## src/rtl/serial_link_bringup_ctrl.sv

```systemverilog
// serial_link_bringup_ctrl: hardware sequencer that configures one serial link
// over its register-bus cfg port, then polls isolation status until clear.
module serial_link_bringup_ctrl #(
  parameter int unsigned AddrWidth = 32,
  parameter int unsigned DataWidth = 32,
  parameter logic [AddrWidth-1:0] BaseAddr = '0,
  parameter logic [AddrWidth-1:0] CtrlOffset = 'h0,
  parameter logic [AddrWidth-1:0] IsolatedOffset = 'h4,
  parameter logic [AddrWidth-1:0] TxCfgOffset = 'h10,
  parameter logic [AddrWidth-1:0] RxCfgOffset = 'h14,
  parameter int unsigned SettleCycles = 50,
  parameter int unsigned PollGapCycles = 4,
  parameter int unsigned MaxPolls = 1024
) (
  input  logic                             clk_1,
  input  logic                             rst_1_n,
  input  logic                             start_i,
  output logic                             busy_o,
  output logic                             done_o,
  output logic                             error_o,
  output logic [3:0]                       err_step_o,
  output logic [$clog2(MaxPolls+1)-1:0]    poll_cnt_o,
  output logic                             cfg_valid_o,
  output logic                             cfg_write_o,
  output logic [AddrWidth-1:0]             cfg_addr_o,
  output logic [DataWidth-1:0]             cfg_wdata_o,
  output logic [DataWidth/8-1:0]           cfg_wstrb_o,
  input  logic                             cfg_ready_i,
  input  logic [DataWidth-1:0]             cfg_rdata_i,
  input  logic                             cfg_error_i
);
  localparam int unsigned PW = $clog2(MaxPolls + 1);
  localparam int unsigned CW = $clog2((SettleCycles > PollGapCycles ? SettleCycles : PollGapCycles) + 1);

  typedef enum logic [3:0] {
    IDLE = 4'd0, W_RSTREL = 4'd1, W_RST = 4'd2, W_CLKEN = 4'd3, W_TXCFG = 4'd4, W_RXCFG = 4'd5,
    SETTLE = 4'd6, W_DEISO = 4'd7, R_ISO = 4'd8, GAP = 4'd9, DONE = 4'd10, ERROR = 4'd11
  } state_t;

  state_t state_q, state_d;
  logic [CW-1:0] cnt_q, cnt_d;
  logic [PW-1:0] poll_cnt_q, poll_cnt_d;
  logic [3:0] err_step_q, err_step_d;
  logic busy_q, busy_d, done_q, done_d, error_q, error_d;
  logic valid_q, valid_d, write_q, write_d;
  logic [AddrWidth-1:0] addr_q, addr_d;
  logic [DataWidth-1:0] wdata_q, wdata_d;
  logic [DataWidth/8-1:0] wstrb_q, wstrb_d;
  logic hs;
  logic unused_rdata;

  assign hs = valid_q && cfg_ready_i;
  assign unused_rdata = ^cfg_rdata_i[DataWidth-1:2];

  always_comb begin
    state_d = state_q;
    cnt_d = cnt_q;
    poll_cnt_d = poll_cnt_q;
    err_step_d = err_step_q;
    if (state_q inside {IDLE, DONE, ERROR}) begin
      if (start_i) begin
        state_d = W_RSTREL;
        poll_cnt_d = '0;
        err_step_d = '0;
      end
    end else if (state_q inside {SETTLE, GAP}) begin
      cnt_d = cnt_q - CW'(1);
      if (cnt_q == '0) state_d = state_q == SETTLE ? W_DEISO : R_ISO;
    end else if (hs) begin
      poll_cnt_d = state_q == R_ISO ? poll_cnt_q + PW'(1) : poll_cnt_q;
      if (cfg_error_i) begin
        state_d = ERROR;
        err_step_d = state_q;
      end else if (state_q != R_ISO) state_d = state_t'(state_q + 4'd1);
      else if (cfg_rdata_i[1:0] == 2'b00) state_d = DONE;
      else if (poll_cnt_d == PW'(MaxPolls)) begin
        state_d = ERROR;
        err_step_d = state_q;
      end else state_d = PollGapCycles == 0 ? R_ISO : GAP;
      cnt_d = state_d == SETTLE ? CW'(SettleCycles - 1) : CW'(PollGapCycles - 1);
    end
    // Request fields follow the next state so they are registered with valid.
    valid_d = !(state_d inside {IDLE, SETTLE, GAP, DONE, ERROR});
    write_d = valid_d && state_d != R_ISO;
    addr_d = !valid_d ? '0 : BaseAddr + (state_d == R_ISO ? IsolatedOffset :
             state_d == W_TXCFG ? TxCfgOffset : state_d == W_RXCFG ? RxCfgOffset : CtrlOffset);
    wdata_d = state_d == W_RSTREL ? DataWidth'(32'h300) :
              state_d == W_RST ? DataWidth'(32'h302) :
              state_d == W_CLKEN ? DataWidth'(32'h303) :
              state_d inside {W_TXCFG, W_RXCFG, W_DEISO} ? DataWidth'(32'h3) : '0;
    wstrb_d = write_d ? '1 : '0;
    busy_d = valid_d || state_d inside {SETTLE, GAP};
    done_d = state_d == DONE;
    error_d = state_d == ERROR;
  end

  always_ff @(posedge clk_1 or posedge rst_1_n) begin
    if (rst_1_n) begin
      state_q <= IDLE;
      cnt_q <= '0;
      poll_cnt_q <= '0;
      err_step_q <= '0;
      busy_q <= 1'b0;
      done_q <= 1'b0;
      error_q <= 1'b0;
      valid_q <= 1'b0;
      write_q <= 1'b0;
      addr_q <= '0;
      wdata_q <= '0;
      wstrb_q <= '0;
    end else begin
      state_q <= state_d;
      cnt_q <= cnt_d;
      poll_cnt_q <= poll_cnt_d;
      err_step_q <= err_step_d;
      busy_q <= busy_d;
      done_q <= done_d;
      error_q <= error_d;
      valid_q <= valid_d;
      write_q <= write_d;
      addr_q <= addr_d;
      wdata_q <= wdata_d;
      wstrb_q <= wstrb_d;
    end
  end

  assign busy_o = busy_q;
  assign done_o = done_q;
  assign error_o = error_q;
  assign err_step_o = err_step_q;
  assign poll_cnt_o = poll_cnt_q;
  assign cfg_valid_o = valid_q;
  assign cfg_write_o = write_q;
  assign cfg_addr_o = addr_q;
  assign cfg_wdata_o = wdata_q;
  assign cfg_wstrb_o = wstrb_q;
endmodule

```

## config.mk

```make
export PLATFORM = sky130hd
export DESIGN_NAME = serial_link_bringup_ctrl
export DESIGN_NICKNAME = d
export VERILOG_FILES = /design/src/rtl/serial_link_bringup_ctrl.sv
export SDC_FILE = /design/constraint.sdc
export NUM_CORES = 1
export LEC_CHECK = 0
export BUFFER_PORTS_ARGS = -buffer_cell sky130_fd_sc_hd__buf_2
export CORE_ASPECT_RATIO = 1.25
export CORE_MARGIN = 2
export CORE_UTILIZATION = 35
export DETAILED_ROUTE_END_ITERATION = 16
export PLACE_DENSITY_LB_ADDON = 0.3
export SLEW_MARGIN = 25
export SYNTH_ARGS = -nofsm -noshare
export SYNTH_HDL_FRONTEND = slang
export SYNTH_SLANG_ARGS = --single-unit
export TNS_END_PERCENT = 100
```

## constraint.sdc

```tcl
create_clock -name clk_1 -period 3.65 [get_ports clk_1]
set_input_delay 0.73 -clock clk_1 [delete_from_list [all_inputs] [get_ports clk_1]]
set_output_delay 0.73 -clock clk_1 [all_outputs]
set_load 0.02 [all_outputs]
```

# After elaboration in Yosys (flattened, before gate mapping)
# Cells that the tools add are included.
[word_totals]
reg_bits = 49
inputBits = 37
output_inout_bits = 88
wordCells = 97
[classes]
n_addsub = 3
eq_ne = 24
muxes = 38
bitwise = 1
n_reduce_logical = 19
[op_table]
columns = ["op", "count"]
rows = [
  ["two-way mux 4 bit", 20],
  ["two-way mux 11 bit", 5],
  ["== test 4 bit, second input constant", 8],
  ["two-way mux 10 bit", 3],
  ["== test 4 x 3 -> 1 bit, second input constant", 6],
  ["two-way mux 5 bit", 4],
  ["two-way mux 6 bit", 3],
  ["adder 11 x 1 -> 11 bit, second input constant", 1],
  ["== test 11 bit, second input constant", 1],
  ["nonzero test 3 bit", 3],
  ["== test 4 x 2 -> 1 bit, second input constant", 2],
  ["zero test 4 bit", 2],
  ["inequality test 4 bit, second input constant", 2],
  ["nonzero test 2 bit", 4],
  ["zero test 6 bit", 1],
  ["two-way mux 2 bit", 3],
  ["inequality test 3 bit, second input constant", 2],
  ["AND reduction 6 bit", 1],
  ["subtractor 6 x 1 -> 6 bit, second input constant", 1],
  ["nonzero test 5 bit", 1],
  ["adder 4 x 1 -> 4 bit, second input constant", 1],
  ["== test 4 x 1 -> 1 bit, second input constant", 1],
  ["inequality test 2 bit, second input constant", 2],
  ["AND reduction 3 bit", 1],
  ["other kinds (6)", 7],
]

# Longest topological paths before layout
# Gate-level depths: netlist of the first run.
[logic_depth]
word_depth = 19
mapped_depth = 12
mapped_depth_nobuf = 10

# Least setup slack after synthesis of the first run
# Ideal clock, no wire load.
[synth_timing]
path_type = "register to register"
start = "register state_q[0]"
end = "register poll_cnt_q[0] (netlist: poll_cnt_o[0])"
setup_ps = 125
arrival_time_ps = 2595
required_time_ps = 3525
slack_ps = 930
path_stages_with_launch = 10
n_path_buf = 1
period_less_slack_ps = 2720
cell_sequence = "dfrtp_1 > inv_1 > ha_1 > or3b_1 > and2_1 > clkbuf_1 > nor3_1 > a21oi_1 > a21o_1 > mux2_2"
[synth_via]
elab_chain_len = 5
word_cells_on_any_way = 16
cone_classes = "eq/ne: 7; mux: 4; reduce/logical: 5"
[synth_rtl]
columns = ["item", "line", "rtl"]
rows = [
  ["from (decl)", "40", "state_t state_q, state_d;"],
  ["from (signal assigned)", "112", "state_q <= state_d;"],
  ["== test 4 bit", "70", "poll_cnt_d = state_q == R_ISO ? poll_cnt_q + PW'(1) : poll_cnt_q;"],
  ["two-way mux 11 bit", "70", ""],
  ["two-way mux 11 bit", "69", "end else if (hs) begin"],
  ["two-way mux 11 bit", "66", "end else if (state_q inside {SETTLE, GAP}) begin"],
  ["two-way mux 11 bit", "60", "if (state_q inside {IDLE, DONE, ERROR}) begin"],
  ["to (signal assigned)", "114", "poll_cnt_q <= poll_cnt_d;"],
  ["to (decl)", "42", "logic [PW-1:0] poll_cnt_q, poll_cnt_d;"],
]
# Parallel ways exist; a longest one is shown, timed or not. The select of a mux whose other input is x is not followed.
# A chain may end at the register's enable or synchronous reset.

# Worst setup path after layout of the first run
[layout_timing]
start = "register state_q[0]"
end = "register valid_q (netlist: cfg_valid_o)"
[layout_via]
elab_chain_len = 16
word_cells_on_any_way = 32
cone_classes = "add/sub: 1; eq/ne: 11; mux: 14; reduce/logical: 6"
[layout_rtl]
columns = ["item", "line", "rtl"]
rows = [
  ["== test 4 bit", "70", ""],
  ["two-way mux 11 bit", "70", ""],
  ["== test 11 bit", "76", "else if (poll_cnt_d == PW'(MaxPolls)) begin"],
  ["two-way mux 2 bit", "76", ""],
  ["two-way mux 2 bit", "75", "else if (cfg_rdata_i[1:0] == 2'b00) state_d = DONE;"],
  ["two-way mux 4 bit", "74", "end else if (state_q != R_ISO) state_d = state_t'(state_q + 4'd1);"],
  ["two-way mux 4 bit", "71", "if (cfg_error_i) begin"],
  ["two-way mux 4 bit", "69", ""],
  ["two-way mux 4 bit", "66", ""],
  ["two-way mux 4 bit", "60", ""],
  ["two-way mux 4 bit", "69", ""],
  ["two-way mux 4 bit", "66", ""],
  ["two-way mux 4 bit (*)", "60", ""],
  ["== test 4 x 3 -> 1 bit, or another cell as far along", "83", "valid_d = !(state_d inside {IDLE, SETTLE, GAP, DONE, ERROR});"],
  ["nonzero test 5 bit (*)", "83", ""],
  ["zero test 1 bit (*)", "83", ""],
  ["named net valid_d", "45", "logic valid_q, valid_d, write_q, write_d;"],
  ["to (signal assigned)", "119", "valid_q <= valid_d;"],
  ["to (decl)", "45", ""],
]
# The timed path passes the listed nets; every way through them passes the cells marked *. The select of a mux whose other input is x is not followed.

==> results of run 1 <==
[worst max-delay path, cell delays in order, from the launching register on]
cell and delay, ps:
dfrtp_1 510, inv_1 140, ha_1 280, and3b_1 280
or4_4 430, o211ai_2 150, o211a_1 190, a211oi_1 110
a2bb2oi_1 690, and4_1 340, nor3_1 60
[registers in the layout (all words and copies together), names as in the netlist, 2 cells and up]
signal       count
cnt_q            6
err_step_o       4
cfg_addr_o       2
cfg_wdata_o      3
poll_cnt_o      11
state_q          4
[path summary, 6_finish.rpt]
kind                                 end  slack (ps)  depth (start not counted)
setup / recovery             cfg_valid_o         330                         10
hold / removal                  cnt_q[0]         520                          1
setup reg to reg             cfg_valid_o         330                         10
hold reg to reg                 cnt_q[0]         520                          1
max in group asynchronous  poll_cnt_o[7]        2390                          3
min in group asynchronous  err_step_o[1]         530                          2
[synth_stat cells (4+ instances only)]
cell / n
nand3_1: 7
o21ai_0: 26
ha_1: 6
nand4_1: 4
dfrtp_1: 35
a31oi_1: 4
nor2_1: 27
nor3_1: 10
inv_1: 10
buf_4: 63
and2_1: 5
or3_1: 4
nand2_1: 25
nand4b_1: 4
clkbuf_1: 6
a21oi_1: 13
and3_1: 4
[cell type report]
| class | count | area [um^2] | area share [%] |
|---|---|---|---|
| Clock inverter | 3 | 67.6 | 2.46 |
| Inverter | 10 | 37.5 | 1.37 |
| Tap cell | 92 | 115 | 4.20 |
| Timing Repair Buffer | 38 | 195 | 7.11 |
| Sequential cell | 35 | 876 | 31.9 |
| Clock buffer | 5 | 68.8 | 2.51 |
| Multi-Input combinational cell | 249 | 1380 | 50.4 |
[per-layer routing]
layer,wire length [um],vias up
met5,0,-
li1,-,1030
met4,78,0
met2,2700,61
met1,2490,1029
met3,286,7
[report_power, final]
part / switching [mW] / internal, mW / leakage, nW
sequential: 0.112 / 0.505 / 0.457
combinational: 0.774 / 0.403 / 0.809
clock: 0.150 / 0.272 / 0.0644
[cell families (layout without fill, tap and decap cells)]
| kind of cell | after synthesis | after routing | share of synthesized area, % |
|---|---|---|---|
| AOI/OAI and AO/OA | 72 | 72 | 17.8 |
| xor gates and xnor gates | 3 | 3 | 1.01 |
| adders and majority gates | 6 | 6 | 2.87 |
| buffers and inverters | 83 | 56 | 21.7 |
| DFF | 35 | 35 | 33.5 |
| muxes | 4 | 4 | 1.58 |
| other | 1 | 58 | 0.144 |
| and+or+nand+nor | 106 | 106 | 21.4 |
[placed cells by master (no fill, tap or decap), types with 3 or more instances in the layout]
cell       n
nand3b_1   3
nand2_1   25
a22o_1     3
a21oi_1   13
nand3_1    7
nor2_1    27
ha_1       6
dfrtp_1   35
mux2i_1    3
o21ai_0   26
and2_1     5
buf_2     36
xnor2_1    3
nand4_1    4
o21a_1     3
nor3_1    10
and3_1     4
or3_1      4
inv_1     10
o211ai_1   3
a31oi_1    4
conb_1    58
clkbuf_8   5
nand4b_1   4
[through the flow]
stage	total power, mW	setup slack (ps)	instances
global route	2.40	66.6	432
CTS	2.22	391	432
finish	2.22	330	432
floorplan	1.62	930	367
detailed placement	1.79	411	424
global placement	1.78	443	424
==> flow_summary.yaml, run 1 <==
timing:
  slew_headroom_pct: 40.0
  fin_crit_ps: 3320
  setup_viol: 0
  rsz0062_at_grt: "false"
  hold_viol: 0
  fin_tns_setup_ps: 0
  clock.fmax_ghz: 0.301
  worst_slew_pin_slew_ps: 897
  hold_ws_ps: 521
  clock_skew_ps: 10.2
  fin_crit_sh_pct: 90.9
  finalMaxSlewViolations: 0
global_routing:
  use_met3_pct: 3.14
  grt.total_usage_pct: 14.2
  grt.busiest_layer: "met2"
  grt_pass1_vias: 1915
  grt_pass1_wl_mm: 9.06
  met2_usage_pct: 22.9
  antenna_found_initial: 0
  grt_max_degree: 20
  grt_overflow: 0
  use_met1_pct: 18.3
clock_tree:
  clockBufferDepth: 2
  cts_max_level: 2
  clock-root-buffer: "clkbuf_8"
  clk_pin_slew_worst_paths_ps: 80
  numCtsBuffers: 5
  clock_sinks: 35
  post_cts_buffers: 0
  cts_hold_buffers: 0
  cts_resized: 0
  cts_tree: "done"
  clock_latency_ps: 300
yosys:
  syn-cell-area_um2: 2610
  synth_cells: 310
  netlist_top_cells_area: "dfrtp_1 34%, buf_4 18%, o21ai_0 5.0%"
  ys_warn_count: 0
  synth_top_area_cell: "dfrtp_1"
  synth-edff-count: 0
  async_reset_ff_share_pct: 100
  synthFlopType: "dfrtp_1"
  yosys_register_bits: 35
  synth_top_area_share_pct: 33.5
  yosysSeqAreaShare_pct: 33.5
  avgSynthCellArea_um2: 8.42
  yosysUniqueCellTypes: 53
detailed_routing:
  wire_per_inst_um: 12.8
  drt-pass1-iter-count: 4
  vias: 2127
  drt_iter0_markers: 80
  ant_nets: 0
  totalWireLength_mm: 5.55
  drc: 0
  routed_via_density: 4.92
worst_setup_path:
  reg2reg_from: "state_q[0]"
  crit_path_max_fanout: 13
  required_ps: 3830
  start_kind: "register"
  crit_type: "register to register"
  cp-end-kind: "register"
  setup.worst_path.start: "state_q[0]"
  critPathArrivalTime_ps: 3500
hold_path:
  min-delay-start: "cnt_q[0]"
  hold_path.class: "register to register"
layout:
  fillers: 762
  nNetsFinal: 382
  final_util_pct: 37.5
  syn2layout_area_growth_pct: 5.08
  antenna_cells: 0
  drive_gt1_share_pct: 15.6
  postLayoutCellArea_um2: 2740
pwr:
  powerDensity_nw_per_um2: 807
  peakVddDrop_uv: 463
  cellLeakagePower_nw: 1.33
floorplan:
  row_count: 35
  die_area_um2: 8170
  ios: 125
  start_util_pct: 35.7
  core-area_um2: 7310
  die_w_um: 81.3
  die_h_um: 101
job:
  maxCapViolations: 0
place:
  gp_congestion: 0.879
  hpwl_mm: 4.05
  io_buffers: 36
  placed_area_um2: 2610
outcome:
  outcome: "finished, final reports clean"
(Power assumes the default switching activity.)
==> run 2: changes to the inputs <==
--- a/config.mk
+++ b/config.mk
@@ -9,8 +9,8 @@
 export CORE_ASPECT_RATIO = 1.25
 export CORE_MARGIN = 2
 export CORE_UTILIZATION = 35
+export CTS_CLUSTER_SIZE = 16
 export DETAILED_ROUTE_END_ITERATION = 16
-export PLACE_DENSITY_LB_ADDON = 0.3
 export SLEW_MARGIN = 25
 export SYNTH_ARGS = -nofsm -noshare
 export SYNTH_HDL_FRONTEND = slang
==> flow_summary.yaml, run 2 (synthesis gave the netlist of run 1 again) <==
worst_setup_path:
  worstPathCellList: "inv_1, ha_1, and3b_1, or4_4, o211ai_2, o211a_1, a211oi_1, a2bb2oi_1, and4_1, nor3_1"
  crit_type: "register to register"
  r2r_cells: 10
  crit_path_max_fanout: 13
  critical-path-top-delay-family: "simple AND/OR/NAND/NOR gates"
  crit_slowest_cell: "a2bb2oi_1"
  path_buf_inv: 1
  required_ps: 3820
  critPathArrivalTime_ps: 3440
  start_kind: "register"
  cp-end-kind: "register"
  cp.depth: 10
  slowest_delay_ps: 670
timing:
  setup_slack_ps: 382
  hold_viol: 0
  slew_headroom_pct: 42.0
  setup_viol: 0
  clock.fmax_ghz: 0.306
  finalMaxSlewViolations: 0
  rsz0062_at_grt: "false"
  clock_skew_ps: 7.09
  fin_tns_setup_ps: 0
  fin_crit_sh_pct: 89.5
  worst_slew_pin_slew_ps: 867
  fin_crit_ps: 3270
clock_tree:
  cts_max_level: 2
  cts_hold_buffers: 0
  post_cts_buffers: 0
  clk_pin_slew_worst_paths_ps: 80
  clockBufferDepth: 2
  clock-root-buffer: "clkbuf_8"
  cts_tree: "done"
  clock_latency_ps: 290
  numCtsBuffers: 5
  cts_resized: 0
  clock_sinks: 35
layout:
  syn2layout_area_growth_pct: 5.08
  largest_reg_flops: 11
  nNetsFinal: 382
  postLayoutCellArea_um2: 2740
  final_common_cell: "conb_1"
  instances_no_fill: 432
  final_util_pct: 37.5
  layout_common_cells: "58 x conb_1, 36 x buf_2, 35 x dfrtp_1"
  drive_gt1_share_pct: 15.6
  antenna_cells: 0
  fillers: 775
  seq_area_um2: 876
  multiInputGateArea_um2: 1380
detailed_routing:
  wire_per_inst_um: 12.6
  routed_via_density: 4.99
  totalWireLength_mm: 5.46
  ant_nets: 0
  drt-pass1-iter-count: 5
  drt_iter0_markers: 108
  drc: 0
  vias: 2154
hold_path:
  hold_path_depth: 1
  hold_path.class: "register to register"
global_routing:
  grt.total_usage_pct: 13.6
  grt_overflow: 0
  grt_max_degree: 20
  grt_pass1_wl_mm: 8.65
  grt_pass1_vias: 1857
  antenna_found_initial: 0
floorplan:
  die_h_um: 101
  die_area_um2: 8170
  core-area_um2: 7310
  start_util_pct: 35.7
  die_w_um: 81.3
  ios: 125
  row_count: 35
place:
  placed_area_um2: 2610
  placed_cells: 424
  hpwl_mm: 3.99
  gp_congestion: 0.849
  pre_cts_slack_ps: 443
  io_buffers: 36
outcome:
  outcome: "finished, final reports clean"
job:
  maxCapViolations: 0
pwr:
  peakVddDrop_uv: 469
  cellLeakagePower_nw: 1.33
  powerDensity_nw_per_um2: 803
==> run 2: power by group <==
group	total [mW]	switching [mW]	internal [mW]
Clock	0.420	0.148	0.272
Sequential	0.616	0.111	0.505
Combinational	1.17	0.765	0.402
==> run 2: cell type report <==
cell class	instances	area share, %
timing repair buffer	38	7.11
sequential	35	31.9
multi-input combinational	249	50.4
tap	92	4.20
clock inverter	3	2.46
inverter	10	1.37
clock buffer	5	2.51
==> run 2: per-stage QoR <==
step | total power, mW | hold slack [ps]
2_1_floorplan | 1.62 | 470
3_3_place_gp | 1.78 | 509
3_5_place_dp | 1.78 | 521
4_1_cts | 2.22 | 536
5_1_grt | 2.39 | 563
6_report | 2.20 | 531
==> run 2: metal layers <==
metal / part of all wire (%) / GRT usage, % / up-vias
met5: 0 / 0 / -
met4: 1.3 / 4.95 / 0
li1: - / - / 1029
met2: 49 / 22.3 / 88
met3: 7.2 / 3.41 / 5
met1: 42 / 17.3 / 1032
==> run 2: worst paths after layout <==
path | start | end | slack, ps
hold / removal | cnt_q[0] | cnt_q[0] | 530
setup reg to reg | state_q[0] | cfg_valid_o | 380
max in group asynchronous | rst_1_n | cnt_q[5] | 2400
min in group asynchronous | rst_1_n | poll_cnt_o[0] | 540
setup / recovery | state_q[0] | cfg_valid_o | 380
hold reg to reg | cnt_q[0] | cnt_q[0] | 530
